$ cat config.mk
export PLATFORM = sky130hd
export DESIGN_NAME = calc_key_entry
export DESIGN_NICKNAME = d
export VERILOG_FILES = /design/src/rtl/calc_key_entry.sv
export SDC_FILE = /design/constraint.sdc
export NUM_CORES = 1
export LEC_CHECK = 0
export ABC_CLOCK_PERIOD_IN_PS = 7500
export CORE_MARGIN = 5
export CORE_UTILIZATION = 35
export DETAILED_ROUTE_END_ITERATION = 10
export PLACE_DENSITY = 0.6
export SLEW_MARGIN = 20
export SYNTH_ARGS = -nofsm -noshare
export SYNTH_HDL_FRONTEND = slang
export SYNTH_SLANG_ARGS = --single-unit
$ cat constraint.sdc
create_clock -name clock -period 7.5 [get_ports clock]
set_clock_uncertainty 0.15 [all_clocks]
set_input_delay 0.75 -clock clock [delete_from_list [all_inputs] [get_ports clock]]
set_output_delay 0.75 -clock clock [all_outputs]
set_load 0.005 [all_outputs]
$ cat src/rtl/calc_key_entry.sv
// Keypad entry controller: builds two decimal operands and an operator from
// scanner key presses, hands them to the ALU over valid/ready, latches the result.
module calc_key_entry #(
  parameter int unsigned WIDTH      = 16,
  parameter int unsigned MAX_DIGITS = 4
) (
  input  logic             clock,
  input  logic             reset,
  input  logic [4:0]       key,
  output logic             req_valid,
  input  logic             req_ready,
  output logic [WIDTH-1:0] op_a,
  output logic [WIDTH-1:0] op_b,
  output logic [1:0]       op_code,
  input  logic             res_valid,
  input  logic [WIDTH-1:0] result,
  output logic [WIDTH-1:0] display,
  output logic             busy
);

  localparam int unsigned CW = $clog2(MAX_DIGITS + 1);
  localparam logic [CW-1:0] CNT_MAX = CW'(MAX_DIGITS);

  typedef enum logic [2:0] {S_A, S_B, S_REQ, S_WAIT, S_DONE} state_t;

  state_t           state, state_n;
  logic [4:0]       key_prev;
  logic [WIDTH-1:0] acc_a, acc_a_n, acc_b, acc_b_n;
  logic [CW-1:0]    cnt_a, cnt_a_n, cnt_b, cnt_b_n;
  logic [1:0]       op_code_n;
  logic             req_valid_n;
  logic [WIDTH-1:0] op_a_n, op_b_n, display_n;
  logic             busy_n;

  logic       ev, is_digit, is_op, is_e, is_f;
  logic [3:0] digit;

  // Key decode; an event is a valid key that differs from last cycle's value
  always_comb begin
    ev       = key[4] & (key != key_prev);
    is_digit = 1'b1;
    digit    = 4'd0;
    case (key[3:0])
      4'd0:    digit = 4'd1;
      4'd1:    digit = 4'd4;
      4'd2:    digit = 4'd7;
      4'd3:    digit = 4'd0;
      4'd4:    digit = 4'd2;
      4'd5:    digit = 4'd5;
      4'd6:    digit = 4'd8;
      4'd8:    digit = 4'd3;
      4'd9:    digit = 4'd6;
      4'd10:   digit = 4'd9;
      default: is_digit = 1'b0;
    endcase
    is_op = (key[3:2] == 2'b11);
    is_e  = (key[3:0] == 4'd11);
    is_f  = (key[3:0] == 4'd7);
  end

  // Next-state and datapath updates
  always_comb begin
    state_n     = state;
    acc_a_n     = acc_a;
    acc_b_n     = acc_b;
    cnt_a_n     = cnt_a;
    cnt_b_n     = cnt_b;
    op_code_n   = op_code;
    req_valid_n = req_valid;
    op_a_n      = op_a;
    op_b_n      = op_b;
    display_n   = display;
    busy_n      = busy;

    case (state)
      S_A: begin
        if (ev && is_digit) begin
          if (cnt_a < CNT_MAX) begin
            acc_a_n = WIDTH'(acc_a * WIDTH'(10)) + WIDTH'(digit);
            cnt_a_n = cnt_a + CW'(1);
          end
        end else if (ev && is_op) begin
          op_code_n = key[1:0];
          acc_b_n   = '0;
          cnt_b_n   = '0;
          state_n   = S_B;
        end
      end
      S_B: begin
        if (ev && is_digit) begin
          if (cnt_b < CNT_MAX) begin
            acc_b_n = WIDTH'(acc_b * WIDTH'(10)) + WIDTH'(digit);
            cnt_b_n = cnt_b + CW'(1);
          end
        end else if (ev && is_op) begin
          if (cnt_b == '0) op_code_n = key[1:0];
        end else if (ev && is_e) begin
          op_a_n      = acc_a;
          op_b_n      = acc_b;
          req_valid_n = 1'b1;
          state_n     = S_REQ;
        end
      end
      S_REQ: begin
        if (req_ready) begin
          req_valid_n = 1'b0;
          state_n     = S_WAIT;
        end
      end
      S_WAIT: begin
        if (res_valid) begin
          acc_a_n = result;
          cnt_a_n = CNT_MAX;
          state_n = S_DONE;
        end
      end
      S_DONE: begin
        if (ev && is_digit) begin
          acc_a_n = WIDTH'(digit);
          cnt_a_n = CW'(1);
          state_n = S_A;
        end else if (ev && is_op) begin
          op_code_n = key[1:0];
          acc_b_n   = '0;
          cnt_b_n   = '0;
          state_n   = S_B;
        end
      end
      default: state_n = S_A;
    endcase

    // Clear works from any entry state but never aborts an outstanding request
    if (ev && is_f && (state == S_A || state == S_B || state == S_DONE)) begin
      acc_a_n   = '0;
      acc_b_n   = '0;
      cnt_a_n   = '0;
      cnt_b_n   = '0;
      op_code_n = 2'd0;
      state_n   = S_A;
    end

    // Display and busy are registered from next-state values so they track state
    case (state_n)
      S_B:          display_n = (cnt_b_n != '0) ? acc_b_n : acc_a_n;
      S_REQ, S_WAIT: display_n = acc_b_n;
      default:      display_n = acc_a_n;
    endcase
    busy_n = (state_n == S_REQ) || (state_n == S_WAIT);
  end

  // State register
  always_ff @(posedge clock) begin
    if (reset) begin
      state     <= S_A;
      key_prev  <= 5'd0;
      acc_a     <= '0;
      acc_b     <= '0;
      cnt_a     <= '0;
      cnt_b     <= '0;
      op_code   <= 2'd0;
      req_valid <= 1'b0;
      op_a      <= '0;
      op_b      <= '0;
      display   <= '0;
      busy      <= 1'b0;
    end else begin
      state     <= state_n;
      key_prev  <= key;
      acc_a     <= acc_a_n;
      acc_b     <= acc_b_n;
      cnt_a     <= cnt_a_n;
      cnt_b     <= cnt_b_n;
      op_code   <= op_code_n;
      req_valid <= req_valid_n;
      op_a      <= op_a_n;
      op_b      <= op_b_n;
      display   <= display_n;
      busy      <= busy_n;
    end
  end

endmodule
==> results.yml, run 1 <==
worst_hold_path:
  hold_start: "op_b[12]$_SDFFE_PP0P_"
  hold_class: "register to register"
  holdPathEnd: "op_b[12]$_SDFFE_PP0P_"
  min_path_cells: 2
detailed_routing:
  drt_iter0_drc: 443
  antenna_left: 0
  vias: 5231
  drt-pass1-iter-count: 5
  totalWireLength_um: 16900
  viasPerCell: 5.40
  routedWlPerCell_um: 17.4
  drcViolationCount: 0
grt:
  grt_antenna_before_repair: 0
  grt_pass1_vias: 5192
  grt_start_max_net_pins: 46
  overflow: 0
  grt_usage_pct: 17.0
  grt_first_pass_wirelength_um: 27100
synth:
  synth_edf_count: 0
  ys_ff_latch: 98
  synth_seq_area_share_pct: 33.2
  yosysTopAreaCell: "dfxtp_1"
  synth_ff_type: "dfxtp_1"
  syn_area_um2: 5900
  async_reset_ff_share_pct: 0
  netlist-cell-type-count: 71
  synth_top_area_share_pct: 33.2
  syn_avg_cell_area_um2: 8.68
  syn-num-nets: 764
  synth_cells: 680
  synthTopCellsByArea: "dfxtp_1 (33%), ha_1 (12%), nand2_1 (5.7%)"
  yosys_warnings: 0
final_layout:
  num_antenna_cells: 0
  syn2layout_area_growth_pct: 21.6
  finalNetCount: 828
  stdcell_count: 969
  mostFrequentLayoutCells: "dfxtp_1 (98), nand2_1 (89), clkdlybuf4s50_1 (76), a21oi_1 (64), nor2_1 (62)"
  layout_commonest_cell: "dfxtp_1"
  drive_gt1_share_pct: 8.81
  final_area_um2: 7180
sta:
  fmax_mhz: 237
  fin_setup_tns_ns: 0
  slew_violations: 0
  period_share_pct: 56.2
  rsz0062_at_grt: "false"
  worstMarginPinSlew_ns: 0.734
  hold_violations: 0
  min_period_ns: 4.21
  finalSetupViolCount: 0
  setup_ws_ns: 3.29
  max_slew_margin_pct: 51.0
power_and_ir_drop:
  vdd_drop_max_mv: 0.102
  power_density_nw_per_um2: 159
  leakagePower_nw: 2.97
critical_path:
  cp.arrival_ns: 4.27
  rr_startpoint: "acc_a[1]$_SDFF_PP0_"
  path_buf_inv: 2
  r2r_end: "display[15]$_SDFF_PP0_"
  critPathSlowestCell: "clkdlybuf4s50_1"
  critPathCaptureType: "register"
  crit_chain: "clkdlybuf4s50_1 > nand2b_1 > o21a_1 > o21a_1 > inv_1 > ha_1 > fa_1 > a21oi_1 > nor2b_1 > and3_1 > nand3_1 > nor3_2 > nor3b_2 > xnor3_1 > a222oi_1 > o22ai_1"
  worst_path_dominant_cell_family: "simple AND/OR/NAND/NOR gates"
  crit_fanout: 9
  crit_start: "key[2]"
  cp_slowest_stage_delay_ns: 0.66
  r2r_slack_ns: 3.55
  crit_type: "input pin to register"
  setup.worst_path.start_class: "input pin"
  cp_data_required_time_ns: 7.56
  crit_top_cell: "o21a_1"
  r2r_cells: 12
cts:
  ctsRootBufferMaster: "clkbuf_16"
  cts_max_path_buffers: 2
  hold_buffers: 0
  clk_latency_ns: 0.36
  cts_sinks: 98
  cts_made_buffers: 9
  cts_max_level: 3
  post_cts_buffers: 0
  cts_tree: "built"
  clk_pin_slew_ns: 0.06
  cts-resized-gates: 0
place:
  placed_cells: 953
  port_buffers: 76
  gp_congestion: 0.892
  post-dp-hpwl_um: 12800
  post_dp_cell_area_um2: 6870
  pre_cts_slack_ns: 2.94
floorplanning:
  rows: 47
  io_pins: 77
  fp.dieW_um: 140
  core_um2: 16600
  die_area_um2: 19600
  start_util_pct: 35.6
  die_y_um: 140
run_status:
  status: "finished clean"
flow_run:
  drv_cap: 0
cell families (layout without fill, tap and decap cells):
family,Yosys count,in the layout,share of synthesized area [%]
buffers and inverters,44,113,3.10
adder cells (fa/ha/maj),59,59,13.0
AND/OR/NAND/NOR,248,248,20.6
flip-flops,98,98,33.2
XOR/XNOR,46,46,7.19
multiplexers,15,15,3.07
AO/OA/AOI/OAI,170,170,19.8
report_power, final:
part | total [mW] | internal, mW | leakage [nW] | switching (mW)
combinational | 0.124 | 0.0534 | 2.04 | 0.0708
clock | 0.478 | 0.270 | 0.142 | 0.209
sequential | 0.541 | 0.530 | 0.792 | 0.0110
total | 1.14 | 0.853 | 2.97 | 0.290
final cells by class:
type / instances / area (µm²)
well taps: 220 / 275
multi-input cells: 538 / 3770
fillers: 1646 / 9410
inverters: 14 / 52.6
clock buffers: 11 / 243
clock inverters: 5 / 62.6
flip-flops and latches: 98 / 1960
repair buffers: 83 / 813
flip-flops by register name (all words and copies together), names as in the netlist:
name and flops:
req_valid 1, acc_a 16, cnt_b 3, state 3, op_b 16, display 16, op_code 2, acc_b 16
key_prev 5, busy 1, op_a 16, cnt_a 3
synth_stat cells, types with 14 or more instances:
library cell / count
dfxtp_1: 98
xor2_1: 16
inv_1: 14
a21oi_1: 65
nand3_1: 17
o21ai_0: 14
nor2_1: 62
a22oi_1: 18
xnor2_1: 28
ha_1: 55
clkbuf_1: 19
nand2_1: 89
metrics by stage:
step	hold slack [ns]	total power, mW	utilization, %
floorplan	0.277	0.628	-
global placement	0.296	0.676	41.4
detailed placement	0.301	0.676	41.4
CTS	0.310	1.16	43.3
global route	0.322	1.19	43.3
finish	0.307	1.14	43.3
tightest hold or removal path, delay by kind of cell (launching register included):
family	cells	cell delay (ns)
AO/OA/AOI/OAI	1	0.05
flip-flops	1	0.31
AND/OR/NAND/NOR	1	0.05
metal layers:
metal  vias to the layer above  wire (µm)  track usage [%]
li1                       2571          -                -
met1                      2483       7810             22.7
met2                       155       7880             28.1
met3                        22        913             3.50
met4                         0        282             4.64
met5                         -          0                0
worst max path at each step:
stage	slack [ns]	endpoint	cells after the start
2_1_floorplan	3.84	display[15]$_SDFF_PP0_	16
6_report	3.29	display[15]$_SDFF_PP0_	16
3_5_place_dp	2.94	display[15]$_SDFF_PP0_	16
3_3_place_gp	3.03	display[15]$_SDFF_PP0_	16
4_1_cts	3.33	display[15]$_SDFF_PP0_	16
5_1_grt	3.04	display[13]$_SDFF_PP0_	16
Power figures use the tool's default switching activity.
==> run 2: changes to the inputs <==
Settings changed: ABC_CLOCK_PERIOD_IN_PS 7500 to 3500, PLACE_DENSITY 0.6 to 0.62.
Clock period 7.5 ns to 3.5 ns, I/O delays scaled along.
==> run 2 against run 1 <==
Critical path depth decreased by 3. Core utilization up 4.0 points. Register-to-register slack got worse by 3.5 ns. Sequential share of layout area fell by 2.3 points. Total power increased by 110%. Flip-flop and latch count did not move.
==> results.yml, run 2 (synthesis results as in run 1) <==
sta:
  max_slew_margin_pct: 52.6
  min_period_ns: 3.42
  setup_ws_ns: 0.0845
  finalSetupViolCount: 0
  period_share_pct: 97.6
  worstMarginPinSlew_ns: 0.709
  rsz0062_at_grt: "true"
  fmax_mhz: 293
  slew_violations: 0
  hold_ws_ns: 0.304
  hold_violations: 0
cts:
  cts_sinks: 98
  clk_latency_ns: 0.35
  cts_tree: "built"
  cts_max_level: 3
  cts_made_buffers: 9
  cts_max_path_buffers: 2
  ctsRootBufferMaster: "clkbuf_16"
  clk_pin_slew_ns: 0.07
critical_path:
  cp_data_required_time_ns: 3.59
  path_buf_inv: 1
  cp.arrival_ns: 3.51
  crit_type: "register to register"
  worst_path_dominant_cell_family: "compound AO/OA/AOI/OAI gates"
  critPathCaptureType: "register"
  cp_slowest_stage_delay_ns: 0.38
  critPathSlowestCell: "fa_2"
  crit_fanout: 3
  crit_chain: "ha_4 > ha_4 > fa_2 > a21o_1 > a221oi_2 > xnor2_2 > nand3_2 > buf_4 > nor4_4 > xnor2_1 > a222oi_1 > nor2_1 > mux2_4"
  crit_top_cell: "ha_4"
  setup.worst_path.start_class: "register"
final_layout:
  finalNetCount: 896
  num_antenna_cells: 0
  final_area_um2: 7840
  syn2layout_area_growth_pct: 32.9
  mostFrequentLayoutCells: "dfxtp_1 (96), nand2_1 (87), buf_4 (74), clkdlybuf4s50_1 (73), a21oi_1 (63)"
  stdcell_count: 1036
  drive_gt1_share_pct: 20.1
  layout_commonest_cell: "dfxtp_1"
detailed_routing:
  antenna_left: 0
  routedWlPerCell_um: 16.8
  top_layer_used: "met4"
  viasPerCell: 5.17
  drt-pass1-iter-count: 6
  drt_iter0_drc: 409
  drcViolationCount: 0
  vias: 5360
  routed-wl-met2_um: 8330
  totalWireLength_um: 17400
  wl_met3_um: 694
  m1WireLength_um: 8120
place:
  placed_cells: 1017
  post_dp_cell_area_um2: 7360
  port_buffers: 76
  post-dp-hpwl_um: 13000
  gp_congestion: 0.894
  pre_cts_slack_ns: -0.349
grt:
  overflow: 0
  grt_antenna_before_repair: 0
  grt_first_pass_wirelength_um: 26900
  grt_pass1_vias: 5117
  grt_usage_pct: 16.9
  grt_start_max_net_pins: 43
floorplanning:
  fp.dieW_um: 140
  core_um2: 16600
  die_area_um2: 19600
  io_pins: 77
  start_util_pct: 35.6
  rows: 47
  die_y_um: 140
flow_run:
  drv_cap: 0
power_and_ir_drop:
  power_density_nw_per_um2: 310
  vdd_drop_max_mv: 0.259
  leakagePower_nw: 3.36
  design_power_total_mw: 2.43
run_status:
  status: "finished clean"
worst_hold_path:
  hold_class: "register to register"
==> run 2: cell types whose count changed in the layout (fill, tap and decap cells not counted), moves of 4 or more <==
cell     change
buf_4       +67
xnor2_2      +4
ha_4         +4
xnor2_1      -4
ha_1         -8
ha_2         +4
==> run 2: worst paths after layout <==
check | from | end | slack [ns] | depth (start not counted)
worst max-delay path | acc_a[3]$_SDFF_PP0_ | display[14]$_SDFF_PP0_ | 0.08 | 13
worst min-delay path | op_b[15]$_SDFFE_PP0P_ | op_b[15]$_SDFFE_PP0P_ | 0.30 | 2
worst min register to register | op_b[15]$_SDFFE_PP0P_ | op_b[15]$_SDFFE_PP0P_ | 0.30 | 2
worst max register to register | acc_a[3]$_SDFF_PP0_ | display[14]$_SDFF_PP0_ | 0.08 | 13
==> run 2: what timing repair did <==
action / CTS / global route
hold buffers: 0 / 0
buffers inserted: 0 / 4
resized for setup: 1 / 38
endpoints found under the setup margin: 2 / 10
pin swaps: 3 / 14
==> run 2: power breakdown <==
part | switching, mW | internal [mW]
Combinational | 0.170 | 0.154
Sequential | 0.0181 | 1.14
Clock | 0.464 | 0.484
==> run 2: tightest hold or removal path: cells and delay by family, from the launching register on <==
kind	cells	cell delay, ns
compound gates	1	0.05
flops	1	0.31
simple gates	1	0.05
==> run 2: through the flow <==
stage	util, %	setup TNS, ns
CTS	46.1	0
global route	47.3	-0.219
global placement	44.4	-1.77
detailed placement	44.4	-2.66
floorplan	-	0
finish	47.3	0
==> run 2: layout make-up <==
type	count	area [µm²]
Clock inverter	5	42.5
Sequential cell	98	1960
Tap cell	220	275
Inverter	14	52.6
Timing Repair Buffer	151	1340
Clock buffer	10	229
Fill cell	1644	8740
Multi-Input combinational cell	538	3930
==> run 2: layer usage <==
layer / vias up / track usage (%)
li1: 2712 / -
met1: 2520 / 22.2
met5: - / 0
met3: 13 / 3.02
met2: 115 / 28.7
met4: 0 / 4.59
